--- config.mk ---
export PLATFORM = sky130hd
export DESIGN_NAME = hcsr04_echo_emulator
export DESIGN_NICKNAME = d
export VERILOG_FILES = /design/src/rtl/hcsr04_echo_emulator.sv
export SDC_FILE = /design/constraint.sdc
export NUM_CORES = 1
export LEC_CHECK = 0
export BUFFER_PORTS_ARGS = -buffer_cell sky130_fd_sc_hd__buf_2
export CAP_MARGIN = 20
export CORE_AREA = 2 2 119 121
export DETAILED_ROUTE_END_ITERATION = 10
export DIE_AREA = 0 0 121 123
export PLACE_DENSITY_LB_ADDON = 0.05
export SYNTH_ARGS = -nofsm -noshare
export SYNTH_HDL_FRONTEND = slang
export SYNTH_SLANG_ARGS = --single-unit
--- constraint.sdc ---
create_clock -name clk -period 3.65 [get_ports clk]
set_input_delay 0.73 -clock clk [delete_from_list [all_inputs] [get_ports clk]]
set_output_delay 0.73 -clock clk [all_outputs]
set_load 0.005 [all_outputs]
--- src/rtl/hcsr04_echo_emulator.sv ---
// HC-SR04 sensor-side emulator: accepts a trigger pulse and answers with an
// echo pulse whose width encodes a programmed distance in mm.
// Optional feature macro: HCSR04_ECHO_JITTER_EN adds a 0..15 cycle LFSR
// jitter to every echo width.
module hcsr04_echo_emulator #(
  parameter int unsigned CYCLES_PER_MM      = 294,
  parameter int unsigned MIN_TRIG_CYCLES    = 500,
  parameter int unsigned BURST_DELAY_CYCLES = 10000,
  parameter int unsigned MIN_DIST_MM        = 20,
  parameter int unsigned MAX_DIST_MM        = 4000,
  parameter int unsigned NO_ECHO_CYCLES     = 1900000,
  parameter int unsigned HOLDOFF_CYCLES     = 50000
) (
  input  logic        clk,
  input  logic        rst,
  input  logic        trigger,
  input  logic [15:0] distance_mm,
  output logic        echo,
  output logic        busy,
  output logic        short_trig
);

  localparam int unsigned CNT_W = 22;

  localparam logic [CNT_W-1:0] MIN_TRIG   = CNT_W'(MIN_TRIG_CYCLES);
  localparam logic [CNT_W-1:0] BURST_LAST = CNT_W'(BURST_DELAY_CYCLES - 1);
  localparam logic [CNT_W-1:0] HOLD_LAST  = CNT_W'(HOLDOFF_CYCLES - 1);
  localparam logic [CNT_W-1:0] NO_ECHO_W  = CNT_W'(NO_ECHO_CYCLES);
  localparam logic [CNT_W-1:0] MIN_DIST_W = CNT_W'(MIN_DIST_MM * CYCLES_PER_MM);
  localparam logic [CNT_W-1:0] CPM        = CNT_W'(CYCLES_PER_MM);
  localparam logic [15:0]      MIN_DIST   = 16'(MIN_DIST_MM);
  localparam logic [15:0]      MAX_DIST   = 16'(MAX_DIST_MM);

  typedef enum logic [2:0] {
    IDLE    = 3'd0,
    TRIG_HI = 3'd1,
    DELAY   = 3'd2,
    ECHO    = 3'd3,
    HOLDOFF = 3'd4
  } state_t;

  state_t           state;
  logic             trig_meta;
  logic             trig_s;
  logic             need_low;
  logic [CNT_W-1:0] cnt;
  logic [CNT_W-1:0] width_q;
  logic [CNT_W-1:0] base_w;
  logic [CNT_W-1:0] width_next;

`ifdef HCSR04_ECHO_JITTER_EN
  logic [15:0] lfsr;
  logic [15:0] lfsr_next;

  // Fibonacci LFSR step, taps 16,14,13,11
  always_comb begin
    lfsr_next = {lfsr[14:0], lfsr[15] ^ lfsr[13] ^ lfsr[12] ^ lfsr[10]};
  end
`endif

  // Two-flop synchronizer for the asynchronous trigger
  always_ff @(posedge clk) begin
    if (rst) begin
      trig_meta <= 1'b0;
      trig_s    <= 1'b0;
    end else begin
      trig_meta <= trigger;
      trig_s    <= trig_meta;
    end
  end

  // Echo width from the current distance: clamp low, no-target above range
  always_comb begin
    if (distance_mm < MIN_DIST) begin
      base_w = MIN_DIST_W;
    end else if (distance_mm > MAX_DIST) begin
      base_w = NO_ECHO_W;
    end else begin
      base_w = CNT_W'(distance_mm) * CPM;
    end
`ifdef HCSR04_ECHO_JITTER_EN
    width_next = base_w + CNT_W'(lfsr_next[3:0]);
`else
    width_next = base_w;
`endif
  end

  // Protocol FSM with registered echo/busy/short_trig
  always_ff @(posedge clk) begin
    if (rst) begin
      state      <= IDLE;
      cnt        <= '0;
      width_q    <= '0;
      need_low   <= 1'b0;
      echo       <= 1'b0;
      busy       <= 1'b0;
      short_trig <= 1'b0;
`ifdef HCSR04_ECHO_JITTER_EN
      lfsr       <= 16'hACE1;
`endif
    end else begin
      short_trig <= 1'b0;
      case (state)
        IDLE: begin
          if (need_low) begin
            if (!trig_s) need_low <= 1'b0;
          end else if (trig_s) begin
            cnt   <= CNT_W'(1);
            state <= TRIG_HI;
          end
        end
        TRIG_HI: begin
          if (trig_s) begin
            if (cnt < MIN_TRIG) cnt <= cnt + CNT_W'(1);
          end else if (cnt >= MIN_TRIG) begin
            width_q <= width_next;
            busy    <= 1'b1;
            cnt     <= BURST_LAST;
            state   <= DELAY;
`ifdef HCSR04_ECHO_JITTER_EN
            lfsr    <= lfsr_next;
`endif
          end else begin
            short_trig <= 1'b1;
            cnt        <= '0;
            state      <= IDLE;
          end
        end
        DELAY: begin
          if (cnt == '0) begin
            echo  <= 1'b1;
            cnt   <= width_q - CNT_W'(1);
            state <= ECHO;
          end else begin
            cnt <= cnt - CNT_W'(1);
          end
        end
        ECHO: begin
          if (cnt == '0) begin
            echo  <= 1'b0;
            cnt   <= HOLD_LAST;
            state <= HOLDOFF;
          end else begin
            cnt <= cnt - CNT_W'(1);
          end
        end
        HOLDOFF: begin
          if (cnt == '0) begin
            busy     <= 1'b0;
            need_low <= trig_s;
            state    <= IDLE;
          end else begin
            cnt <= cnt - CNT_W'(1);
          end
        end
        default: begin
          state <= IDLE;
        end
      endcase
    end
  end

endmodule

==> impl_table.tex <==
\begin{tabular}{lr}
\hline
Metric & Value \\
\hline
\multicolumn{2}{l}{\textbf{Synth}} \\
\quad Proportion of synthesized chip area in sequential cells & 17.21\% \\
\quad Number of enable flip-flop cells after synthesis & 0 \\
\quad Yosys reg bits & 52 \\
\quad Share of synthesized cell area in and, or, nand and nor gates & 20.25\% \\
\quad Synthesis warning total & 0 \\
\quad Count of cell types in the netlist & 76 \\
\quad Multiplexer share of the synthesized area & 0.8482\% \\
\quad Mapped Nets & 865 \\
\quad Combinational family with the most area after synthesis & adder cells \\
\quad Post-synthesis share of cell area spent on xor and xnor gates & 7.530\% \\
\quad Post-Synthesis Mean Instance Area & 8.075 um2 \\
\quad Commonest register cell after synthesis & dfxtp\_1 \\
\quad Async set or reset register ratio after synthesis & 0\% \\
\quad Cell area after synthesis & 6048 um2 \\
\quad Gate Count Post-Synth & 749 \\
\quad Synth Area in Compound Gates & 22.28\% \\
\quad Area share of fa/ha/maj cells after synthesis & 22.80\% \\
\multicolumn{2}{l}{\textbf{STA}} \\
\quad Final clock skew & 6.944 ps \\
\quad Min setup slack post-route & 98.56 ps \\
\quad Total of endpoints with negative setup slack in the final report & 0 \\
\quad Fin crit period & 3551 ps \\
\quad Number of hold-slack violations in the final timing report & 0 \\
\quad Number of pins with negative max-slew slack in the final report & 0 \\
\quad Worst Tran Pin Value & 1061 ps \\
\quad Worst relative slew slack & 29.14\% \\
\quad Final critical-path share of the clock period & 97.30\% \\
\quad Highest clock frequency the design can meet & 281.6 MHz \\
\multicolumn{2}{l}{\textbf{Worst setup path}} \\
\quad WS Path Type & primary input to register \\
\quad CP Data Arrival Time & 3740 ps \\
\quad Critical path launch point type & primary input \\
\quad Type of element capturing the critical path & register \\
\quad Maximum fanout encountered on the critical timing path & 5 \\
\quad Worst path required time & 3840 ps \\
\multicolumn{2}{l}{\textbf{Power}} \\
\quad Relative contribution of sequential cells to total power & 21.0\% \\
\quad Net switching fraction of the power & 35.38\% \\
\quad Internal Dissipation & 1.773 mW \\
\quad Reported leakage power & 3.262 nW \\
\quad Worst IR drop on VDD & 0.1789 mV \\
\quad Share of power burned in the clock network & 25.1\% \\
\quad Combinational cell fraction of total power & 53.9\% \\
\quad Power per Cell Area & 371.7 nW/um2 \\
\quad Total net switching power & 970.8 uW \\
\quad Final Power & 2.744 mW \\
\multicolumn{2}{l}{\textbf{Drt}} \\
\quad Number of DRC markers in iteration 0 & 377 \\
\quad Remaining number of nets flagged by the antenna check after routing & 0 \\
\quad Average wire length per cell after detail routing & 16.68 um \\
\quad Post-DR vias/cell & 5.652 \\
\quad Drt pass-1 iters & 5 \\
\quad Sum of routed wire length over all layers & 16.53 mm \\
\quad Residual DRC count & 0 \\
\quad Vias & 5601 \\
\multicolumn{2}{l}{\textbf{CTS}} \\
\quad CTS tree & built \\
\quad Clock latency of the later-clocked register in the worst-skew pair & 300 ps \\
\quad Clk buf depth & 2 \\
\quad CTS root buf & clkbuf\_16 \\
\quad Clock transition at the register clock pins on the worst setup and hold paths after CTS & 70 ps \\
\quad Total clock buffers created by CTS & 5 \\
\quad Maximum level of the CTS H-tree & 2 \\
\quad Hold bufs inserted after CTS & 0 \\
\quad Number of sinks handled by clock tree synthesis & 52 \\
\multicolumn{2}{l}{\textbf{Global route}} \\
\quad Initial antenna violation count & 0 \\
\quad Pin count of the biggest net entering global routing & 26 \\
\quad Vias in the first global route & 5687 \\
\quad Total track usage & 22.65\% \\
\quad Wire length of the first global-routing pass & 27.43 mm \\
\quad Remaining Overflow, GRT & 0 \\
\multicolumn{2}{l}{\textbf{Die}} \\
\quad Die Y & 123 um \\
\quad Die X-Extent & 121 um \\
\quad Starting Density & 44.43\% \\
\quad Die Outline Area & 14880 um2 \\
\quad Core Area & 13610 um2 \\
\quad Ports & 22 \\
\quad Number of placement rows & 43 \\
\multicolumn{2}{l}{\textbf{Finish}} \\
\quad Share of layout cells above drive strength 1 & 21.58\% \\
\quad Layout filler cell count & 1274 \\
\quad Final cell count without fillers & 991 \\
\quad Post-route cell area & 7383 um2 \\
\quad Area occupied by registers & 1041 um2 \\
\quad Area of combinational cells with multiple inputs & 4835 um2 \\
\quad Number of diodes added for antenna fixing & 0 \\
\quad Total Nets Final & 926 \\
\quad Area growth, synth to finish & 22.07\% \\
\multicolumn{2}{l}{\textbf{Place}} \\
\quad Cell area after placement & 6850 um2 \\
\quad Number of buffers added on ports & 21 \\
\quad Weighted congestion at the end of routability-driven global placement & 0.8644 \\
\quad Post-placement worst setup slack & -360.6 ps \\
\quad Placed insts & 979 \\
\quad HPWL after detailed placement & 13.05 mm \\
\multicolumn{2}{l}{\textbf{Min path}} \\
\quad Worst hold-check path type & register to register \\
\multicolumn{2}{l}{\textbf{Run status}} \\
\quad Result of the run & completed \\
\multicolumn{2}{l}{\textbf{Run}} \\
\quad Number of max-capacitance violations reported & 0 \\
\hline
\end{tabular}
-- what timing repair did --
| item | in CTS | in global routing |
|---|---|---|
| setup endpoints to repair | 1 | 9 |
| buffers inserted | 0 | 4 |
| hold endpoints to repair | 0 | 0 |
| pin swaps | 1 | 27 |
| gates resized for setup | 2 | 57 |
-- state kept, by name, indices dropped and copies added (netlist names) --
| name | flops |
|---|---|
| width_q | 21 |
| echo | 1 |
| trig_meta | 1 |
| cnt | 22 |
| short_trig | 1 |
| busy | 1 |
| need_low | 1 |
| trig_s | 1 |
| state | 3 |
-- cell families (layout without fill, tap and decap cells) --
family | count (synthesis) | count (layout)
buffers and inverters | 133 | 195
muxes | 5 | 5
xor gates and xnor gates | 52 | 52
and+or+nand+nor | 232 | 232
adders and majority gates | 97 | 97
DFF | 52 | 52
AOI/OAI and AO/OA | 178 | 178
-- metal layers --
| metal | share of wire, % | track usage [%] |
|---|---|---|
| met5 | 0 | 0 |
| met3 | 2.9 | 1.614 |
| met4 | 3.4 | 8.721 |
| met2 | 51 | 42.80 |
| met1 | 43 | 26.61 |
-- critical path, stage by stage --
cell	delay, ps
buf_4	150
ha_1	310
inv_1	80
fa_2	440
fa_1	500
inv_2	50
ha_4	250
nor3_4	180
nor2_1	90
a311o_1	330
a221oi_2	290
xnor2_1	120
a32o_1	220
-- metrics by stage --
stage	utilization, %	hold WS [ps]	TNS (ps)
6_report	54.24	437.4	0
5_1_grt	54.24	464.5	-44.54
4_1_cts	51.95	447.0	0
3_5_place_dp	50.33	431.3	-2079
3_3_place_gp	50.33	415.6	-1999
2_1_floorplan	-	413.8	0
-- power groups by stage --
stage | clock network [mW] | registers (mW) | logic (mW)
4_1_cts | 0.696 | 0.577 | 1.32
6_report | 0.688 | 0.577 | 1.48
3_3_place_gp | 0 | 0.590 | 1.30
3_5_place_dp | 0 | 0.590 | 1.31
5_1_grt | 0.722 | 0.577 | 1.65
2_1_floorplan | 0 | 0.584 | 0.885
-- layout make-up --
| class | instances | share of cell area, % |
|---|---|---|
| clock buffer | 5 | 1.695 |
| clock inverter | 3 | 1.220 |
| tap | 180 | 3.050 |
| sequential | 52 | 14.10 |
| multi-input combinational | 564 | 65.48 |
| timing repair buffer | 98 | 9.829 |
| inverter | 89 | 4.626 |
-- placed cells by master (no fill, tap or decap), types with 7 or more instances in the layout --
cell	synthesis	layout
o21ai_0	19	18
xnor2_1	19	19
buf_2	7	12
nor4_1	13	13
ha_4	0	24
fa_1	22	21
xor2_1	33	33
a21o_1	8	8
a22o_1	10	10
nor2_1	58	57
ha_1	75	51
dfxtp_1	52	52
nor3_1	25	24
nand4_1	14	14
o22ai_1	8	8
nand2b_1	9	9
inv_2	0	8
a211oi_1	14	12
nand2_1	40	40
or3_1	7	7
buf_4	1	82
nand3_1	16	15
inv_1	89	78
a21oi_1	34	29
-- synthesized netlist by cell type, drive strengths merged, types with 9 or more instances --
cell	n	area [um2]
a211oi	14	105.1
a21oi	34	170.2
a22o	10	87.58
buf	16	110.1
clkbuf	28	105.1
dfxtp	52	1041
fa	22	440.4
ha	75	938.4
inv	89	334.1
nand2	40	150.1
nand2b	9	56.30
nand3	16	80.08
nand4	14	87.58
nor2	60	230.2
nor3	26	135.1
nor4	13	81.33
o21ai	20	100.1
o31ai	9	100.1
xnor2	19	166.4
xor2	33	289.0
-- path summary, 6_finish.rpt --
check	startpoint	end	slack, ps	depth (start not counted)
setup / recovery	distance_mm[7]	width_q[21]	100	13
hold / removal	trig_meta	trig_s	440	1
setup reg to reg	cnt[12]	cnt[14]	370	6
hold reg to reg	trig_meta	trig_s	440	1
No activity file was read; power rests on OpenSTA's default activity.
